### src/rtl/seq_gen_pkg.sv
// ---------------------------------------------------------------------------
// seq_gen_pkg
// Shared definitions for the serial pattern generator:
//   - PAT_W_DEF : default pattern register width
//   - state_t   : FSM state encoding for seq_pattern_gen
// Optional feature macro: SEQ_GEN_PARITY_EN (adds the PARITY state).
// ---------------------------------------------------------------------------
package seq_gen_pkg;

    localparam int PAT_W_DEF = 8;

`ifdef SEQ_GEN_PARITY_EN
    typedef enum logic [1:0] {
        IDLE   = 2'd0,
        SHIFT  = 2'd1,
        PARITY = 2'd2,
        DONE   = 2'd3
    } state_t;
`else
    typedef enum logic [1:0] {
        IDLE   = 2'd0,
        SHIFT  = 2'd1,
        DONE   = 2'd3
    } state_t;
`endif

endpackage

### src/rtl/seq_gen_shreg.sv
// ---------------------------------------------------------------------------
// seq_gen_shreg
// Loadable MSB-first shift register with a remaining-bit counter.
// The len window is left-aligned on load so the next bit to send is always
// the register MSB. The latched pattern/len are kept so that a repetition
// can reload the frame without looking at the (possibly changed) inputs.
// Ports:
//   clk, reset   : clock, asynchronous active-high reset
//   load_i       : latch pattern_i/len_i and start a new frame
//   reload_i     : restart the frame from the latched pattern/len
//   shift_i      : advance to the next bit
//   pattern_i    : pattern to serialize
//   len_i        : bit count (0 or > PAT_W means PAT_W)
//   nxt_bit_o    : bit that will be at the MSB after this clock edge
//   last_o       : the bit currently being sent is the last of the frame
// ---------------------------------------------------------------------------
module seq_gen_shreg
    import seq_gen_pkg::*;
#(
    parameter int PAT_W = PAT_W_DEF,
    parameter int LEN_W = $clog2(PAT_W) + 1
) (
    input  logic             clk,
    input  logic             reset,
    input  logic             load_i,
    input  logic             reload_i,
    input  logic             shift_i,
    input  logic [PAT_W-1:0] pattern_i,
    input  logic [LEN_W-1:0] len_i,
    output logic             nxt_bit_o,
    output logic             last_o
);

    localparam logic [LEN_W-1:0] PAT_W_L = LEN_W'(PAT_W);

    logic [PAT_W-1:0] pat_q, pat_d;
    logic [PAT_W-1:0] sr_q, sr_d;
    logic [LEN_W-1:0] len_q, len_d;
    logic [LEN_W-1:0] cnt_q, cnt_d;
    logic [LEN_W-1:0] len_eff;

    // Zero and oversize lengths both mean "whole register".
    always_comb begin
        len_eff = len_i;
        if (len_i == '0 || len_i > PAT_W_L) begin
            len_eff = PAT_W_L;
        end
    end

    always_comb begin
        pat_d = pat_q;
        len_d = len_q;
        sr_d  = sr_q;
        cnt_d = cnt_q;
        if (load_i) begin
            pat_d = pattern_i;
            len_d = len_eff;
            sr_d  = pattern_i << (PAT_W_L - len_eff);
            cnt_d = len_eff;
        end else if (reload_i) begin
            sr_d  = pat_q << (PAT_W_L - len_q);
            cnt_d = len_q;
        end else if (shift_i) begin
            sr_d  = sr_q << 1;
            cnt_d = cnt_q - 1'b1;
        end
    end

    always_ff @(posedge clk or posedge reset) begin
        if (reset) begin
            pat_q <= '0;
            len_q <= '0;
            sr_q  <= '0;
            cnt_q <= '0;
        end else begin
            pat_q <= pat_d;
            len_q <= len_d;
            sr_q  <= sr_d;
            cnt_q <= cnt_d;
        end
    end

    assign nxt_bit_o = sr_d[PAT_W-1];
    assign last_o    = (cnt_q == LEN_W'(1));

endmodule

### src/rtl/seq_pattern_gen.sv
// ---------------------------------------------------------------------------
// seq_pattern_gen
// Serializes a latched bit pattern MSB-first, repeating it rpt+1 times with
// no gap between frames, then pulses done for one cycle. All outputs are
// registered; the state register reflects what is currently on the outputs.
// Optional feature macro: SEQ_GEN_PARITY_EN appends an even-parity bit
// after each frame (state PARITY).
// Ports:
//   clk     : clock (rising edge)
//   reset   : asynchronous active-high reset
//   start   : begin a transmission (only honoured in IDLE)
//   pattern : bit pattern to send
//   len     : bits per frame, 0 means PAT_W, values > PAT_W clamp to PAT_W
//   rpt     : extra repetitions (frames = rpt+1)
//   a       : serial data bit
//   frame   : a carries a data or parity bit
//   busy    : transmission in progress (through the DONE cycle)
//   done    : one-cycle completion pulse
// ---------------------------------------------------------------------------
module seq_pattern_gen
    import seq_gen_pkg::*;
#(
    parameter int PAT_W = PAT_W_DEF,
    parameter int LEN_W = $clog2(PAT_W) + 1
) (
    input  logic             clk,
    input  logic             reset,
    input  logic             start,
    input  logic [PAT_W-1:0] pattern,
    input  logic [LEN_W-1:0] len,
    input  logic [3:0]       rpt,
    output logic             a,
    output logic             frame,
    output logic             busy,
    output logic             done
);

    state_t     state_q, state_d;
    logic [3:0] rpt_q, rpt_d;
    logic       a_q, a_d;
    logic       frame_q, frame_d;
    logic       busy_q, busy_d;
    logic       done_q, done_d;
    logic       load, reload, shift;
    logic       nxt_bit, last_bit;
`ifdef SEQ_GEN_PARITY_EN
    logic       par_q, par_d;
`endif

    seq_gen_shreg #(
        .PAT_W (PAT_W),
        .LEN_W (LEN_W)
    ) u_shreg (
        .clk       (clk),
        .reset     (reset),
        .load_i    (load),
        .reload_i  (reload),
        .shift_i   (shift),
        .pattern_i (pattern),
        .len_i     (len),
        .nxt_bit_o (nxt_bit),
        .last_o    (last_bit)
    );

    always_comb begin
        state_d = state_q;
        rpt_d   = rpt_q;
        a_d     = 1'b0;
        frame_d = 1'b0;
        busy_d  = 1'b0;
        done_d  = 1'b0;
        load    = 1'b0;
        reload  = 1'b0;
        shift   = 1'b0;
`ifdef SEQ_GEN_PARITY_EN
        par_d   = par_q;
`endif
        case (state_q)
            IDLE: begin
                if (start) begin
                    load    = 1'b1;
                    rpt_d   = rpt;
                    state_d = SHIFT;
                    a_d     = nxt_bit;
                    frame_d = 1'b1;
                    busy_d  = 1'b1;
`ifdef SEQ_GEN_PARITY_EN
                    par_d   = 1'b0;
`endif
                end
            end
            SHIFT: begin
                busy_d = 1'b1;
                if (!last_bit) begin
                    shift   = 1'b1;
                    a_d     = nxt_bit;
                    frame_d = 1'b1;
`ifdef SEQ_GEN_PARITY_EN
                    par_d   = par_q ^ a_q;
`endif
                end else begin
`ifdef SEQ_GEN_PARITY_EN
                    // Parity covers every bit of the frame, including the one on a now.
                    state_d = PARITY;
                    a_d     = par_q ^ a_q;
                    frame_d = 1'b1;
`else
                    if (rpt_q != 4'd0) begin
                        reload  = 1'b1;
                        rpt_d   = rpt_q - 4'd1;
                        a_d     = nxt_bit;
                        frame_d = 1'b1;
                    end else begin
                        state_d = DONE;
                        done_d  = 1'b1;
                    end
`endif
                end
            end
`ifdef SEQ_GEN_PARITY_EN
            PARITY: begin
                busy_d = 1'b1;
                if (rpt_q != 4'd0) begin
                    reload  = 1'b1;
                    rpt_d   = rpt_q - 4'd1;
                    state_d = SHIFT;
                    a_d     = nxt_bit;
                    frame_d = 1'b1;
                    par_d   = 1'b0;
                end else begin
                    state_d = DONE;
                    done_d  = 1'b1;
                end
            end
`endif
            DONE: begin
                // A start seen here is dropped; IDLE takes the next one.
                state_d = IDLE;
            end
            default: begin
                state_d = IDLE;
            end
        endcase
    end

    always_ff @(posedge clk or posedge reset) begin
        if (reset) begin
            state_q <= IDLE;
            rpt_q   <= 4'd0;
            a_q     <= 1'b0;
            frame_q <= 1'b0;
            busy_q  <= 1'b0;
            done_q  <= 1'b0;
`ifdef SEQ_GEN_PARITY_EN
            par_q   <= 1'b0;
`endif
        end else begin
            state_q <= state_d;
            rpt_q   <= rpt_d;
            a_q     <= a_d;
            frame_q <= frame_d;
            busy_q  <= busy_d;
            done_q  <= done_d;
`ifdef SEQ_GEN_PARITY_EN
            par_q   <= par_d;
`endif
        end
    end

    assign a     = a_q;
    assign frame = frame_q;
    assign busy  = busy_q;
    assign done  = done_q;

endmodule

### config.mk
export PLATFORM = sky130hd
export DESIGN_NAME = seq_pattern_gen
export DESIGN_NICKNAME = d
export VERILOG_FILES = /design/src/rtl/seq_gen_pkg.sv /design/src/rtl/seq_gen_shreg.sv /design/src/rtl/seq_pattern_gen.sv
export SDC_FILE = /design/constraint.sdc
export NUM_CORES = 1
export LEC_CHECK = 0
export CORE_UTILIZATION = 60
export DETAILED_ROUTE_END_ITERATION = 12
export PLACE_DENSITY = 0.81
export SLEW_MARGIN = 15
export SYNTH_ARGS = -nofsm -noshare
export SYNTH_HDL_FRONTEND = slang
export SYNTH_SLANG_ARGS = --single-unit
### constraint.sdc
create_clock -name clk -period 3.2 [get_ports clk]
set_input_delay 0.64 -clock clk [delete_from_list [all_inputs] [get_ports clk]]
set_output_delay 0.64 -clock clk [all_outputs]
set_load 0.01 [all_outputs]
==> impl_metrics.tcl <==
set metrics [dict create \
    status "finished clean" \
    multiInputGateArea_mm2 0.00123 \
    relSlewSlack_pct 61.7 \
    ys_seq_elements 34 \
    placedCellCount 297 \
    met3_usage_pct 3.86 \
    maxCapViolCount 0 \
    finalClockSkew_ns 0.00861 \
    synth_edf_count 0 \
    dieHeight_um 62.2 \
    syn_nets 260 \
    num_rows 21 \
    cp_max_fo 8 \
    async_flop_share_pct 100 \
    remaining_drc_errors 0 \
    slew_violations 0 \
    setup_viol 0 \
    initial_core_util_pct 64.0 \
    crit_type "primary input to flip-flop" \
    cpMaxStageDelayCell "mux4_4" \
    cts_hold_buf 0 \
    cts_buffer_depth 2 \
    grt_pass1_vias 1895 \
    nNetsFinal 282 \
    grt_max_degree 35 \
    placed_cell_area_mm2 0.00242 \
    antenna_found_initial 0 \
    cts_buffers 5 \
    finalCriticalPeriod_ns 2.56 \
    grt_remaining_overflow 0 \
    p_total_mw 2.41 \
    drt_wl_total_um 5070 \
    wl_per_cell_um 16.6 \
    dr.pass1.iters 6 \
    fmax_mhz 390 \
    power_density_mw_per_mm2 963 \
    arrival_ns 2.78 \
    drive_gt1_share_pct 13.1 \
    num-fill-cells 257 \
    avgSynthCellArea_um2 9.20 \
    synth_cell_types 54 \
    synthCells 236 \
    slowest_delay_ns 0.68 \
    cts_setup_buffers 0 \
    crit_chain "clkdlybuf4s50_1, nand2b_1, ha_1, mux4_4, o2bb2ai_1, nor3b_1" \
    cts_tree "done" \
    hold_path.class "flip-flop to flip-flop" \
    fp.coreArea_mm2 0.00339 \
    die_w_um 62.2 \
    dieArea_mm2 0.00386 \
    cp-start-kind "primary input" \
    critPathRequiredTime_ns 3.42 \
    htree_levels 2 \
    root_buffer "clkbuf_4" \
    clk-insertion-delay-late_ns 0.34 \
    cp-end-kind "flip-flop" \
    whs_ns 0.492 \
    final_common_cell "nand2_1" \
    dp_hpwl_um 3640 \
    worst_pin_slew_ns 0.574 \
    fin_cells 305 \
    ys.flop_type "dfrtp_1" \
    min_delay_path_depth 2 \
    pin_count 23 \
    clk_pin_slew_ns 0.11 \
    grt_pass1_wl_um 8800 \
    yosysWarningCount 0 \
    hold_violations 0 \
    antenna_left 0 \
    routed_via_density 6.17 \
    grt_setup_unrepaired "false" \
    insertedDiodeCount 0 \
    seq_area_frac_synth_pct 39.2 \
    ff2ff_path_depth 7 \
    power.leakage_nw 1.10 \
    track_usage_pct 29.2 \
    post-route-period-util_pct 80.1 \
    regArea_um2 851 \
    irDropWorstVdd_uv 537 \
    most-common-layout-cells "nand2_1, dfrtp_1, clkdlybuf4s50_1" \
    drt-initial-drc-count 110 \
    met1_usage_pct 40.2 \
    areaGrowthSynthToFinish_pct 15.2 \
    io_buffer_count 22 \
    tns_ns 0 \
    synth_area_mm2 0.00217 \
    cts_resized 0 \
    gp_congestion 0.992 \
    vias 1882 \
    globalRouteMet2Util_pct 46.8 \
    clkSinkCount 34 \
    stdcell_area_mm2 0.00250 \
    top_usage_layer "met2" \
]
## worst max-delay path, delay by kind of cell
family	cells	cell delay, ns
compound gates	1	0.24
simple gates	2	0.26
mux	1	0.68
fa+ha+maj	1	0.52
buf+inv	1	0.44
## cell usage after synthesis (2+ instances only)
| library cell | number | share of area (%) |
|---|---|---|
| a211oi_1 | 2 | 0.69 |
| nand2_1 | 43 | 7.4 |
| buf_2 | 3 | 0.69 |
| nor2_1 | 14 | 2.4 |
| a22oi_1 | 2 | 0.69 |
| a21oi_1 | 12 | 2.8 |
| nand2b_1 | 3 | 0.86 |
| nor3b_1 | 2 | 0.69 |
| o211ai_1 | 4 | 1.4 |
| clkbuf_1 | 6 | 1.0 |
| o22ai_1 | 2 | 0.58 |
| o21a_1 | 3 | 1.0 |
| nand2_2 | 2 | 0.58 |
| dfrtp_1 | 34 | 39 |
| ha_1 | 5 | 2.9 |
| mux2_2 | 5 | 2.6 |
| xnor2_1 | 2 | 0.81 |
| mux2i_1 | 12 | 5.5 |
| or3b_1 | 2 | 0.81 |
| mux4_2 | 2 | 2.1 |
| nand3_1 | 4 | 0.92 |
| xor2_1 | 2 | 0.81 |
| a31oi_1 | 4 | 1.2 |
| nor3_1 | 11 | 2.5 |
| inv_1 | 9 | 1.6 |
| o21ai_0 | 18 | 4.2 |
## power breakdown
part | switching (mW) | total (mW) | internal (mW)
clock network | 0.146 | 0.296 | 0.150
logic | 0.737 | 1.34 | 0.599
registers | 0.159 | 0.775 | 0.617
total | 1.04 | 2.41 | 1.37
## per-stage QoR
stage	util [%]	setup WS (ns)
final	73.8	0.638
after global routing	73.8	0.568
after CTS	73.8	0.656
after detailed placement	71.5	0.311
after global placement	71.5	0.361
after floorplan	-	0.750
## registers in the layout, indices dropped and copies added, names as in the netlist, 2 cells and up
| name | count |
|---|---|
| rpt_q | 4 |
| state_q | 2 |
| u_shreg.cnt_q | 4 |
| u_shreg.len_q | 4 |
| u_shreg.pat_q | 8 |
| u_shreg.sr_q | 8 |
## final cells by class
type / instances / share of cell area (%)
multi-input cells: 182 / 49.2
flip-flops and latches: 34 / 34.0
repair buffers: 26 / 10.0
clock buffers: 8 / 3.15
well taps: 46 / 2.30
inverters: 9 / 1.35
## cell families after synthesis
logic type                 synth area share, %
adders and majority gates                 2.88
DFF                                       39.2
xor gates and xnor gates                  2.88
and+or+nand+nor                           21.6
buffers and inverters                     4.15
AOI/OAI and AO/OA                         16.7
muxes                                     12.6
## path summary, 6_finish.rpt
path / startpoint / endpoint / slack, ns
hold / removal: u_shreg.pat_q[6] / u_shreg.pat_q[6] / 0.49
setup reg to reg: u_shreg.len_q[0] / a / 0.88
max in group asynchronous: reset / u_shreg.pat_q[7] / 2.21
hold reg to reg: u_shreg.pat_q[6] / u_shreg.pat_q[6] / 0.49
min in group asynchronous: reset / rpt_q[3] / 0.69
setup / recovery: len[3] / a / 0.64
## per-layer routing
metal	routed length [µm]	part of all wire, %	vias to the layer above
met4	108	2.1	0
met2	2420	48	71
met3	290	5.7	17
li1	-	-	884
met1	2260	44	910
met5	0	0	-
(Power assumes the default switching activity.)
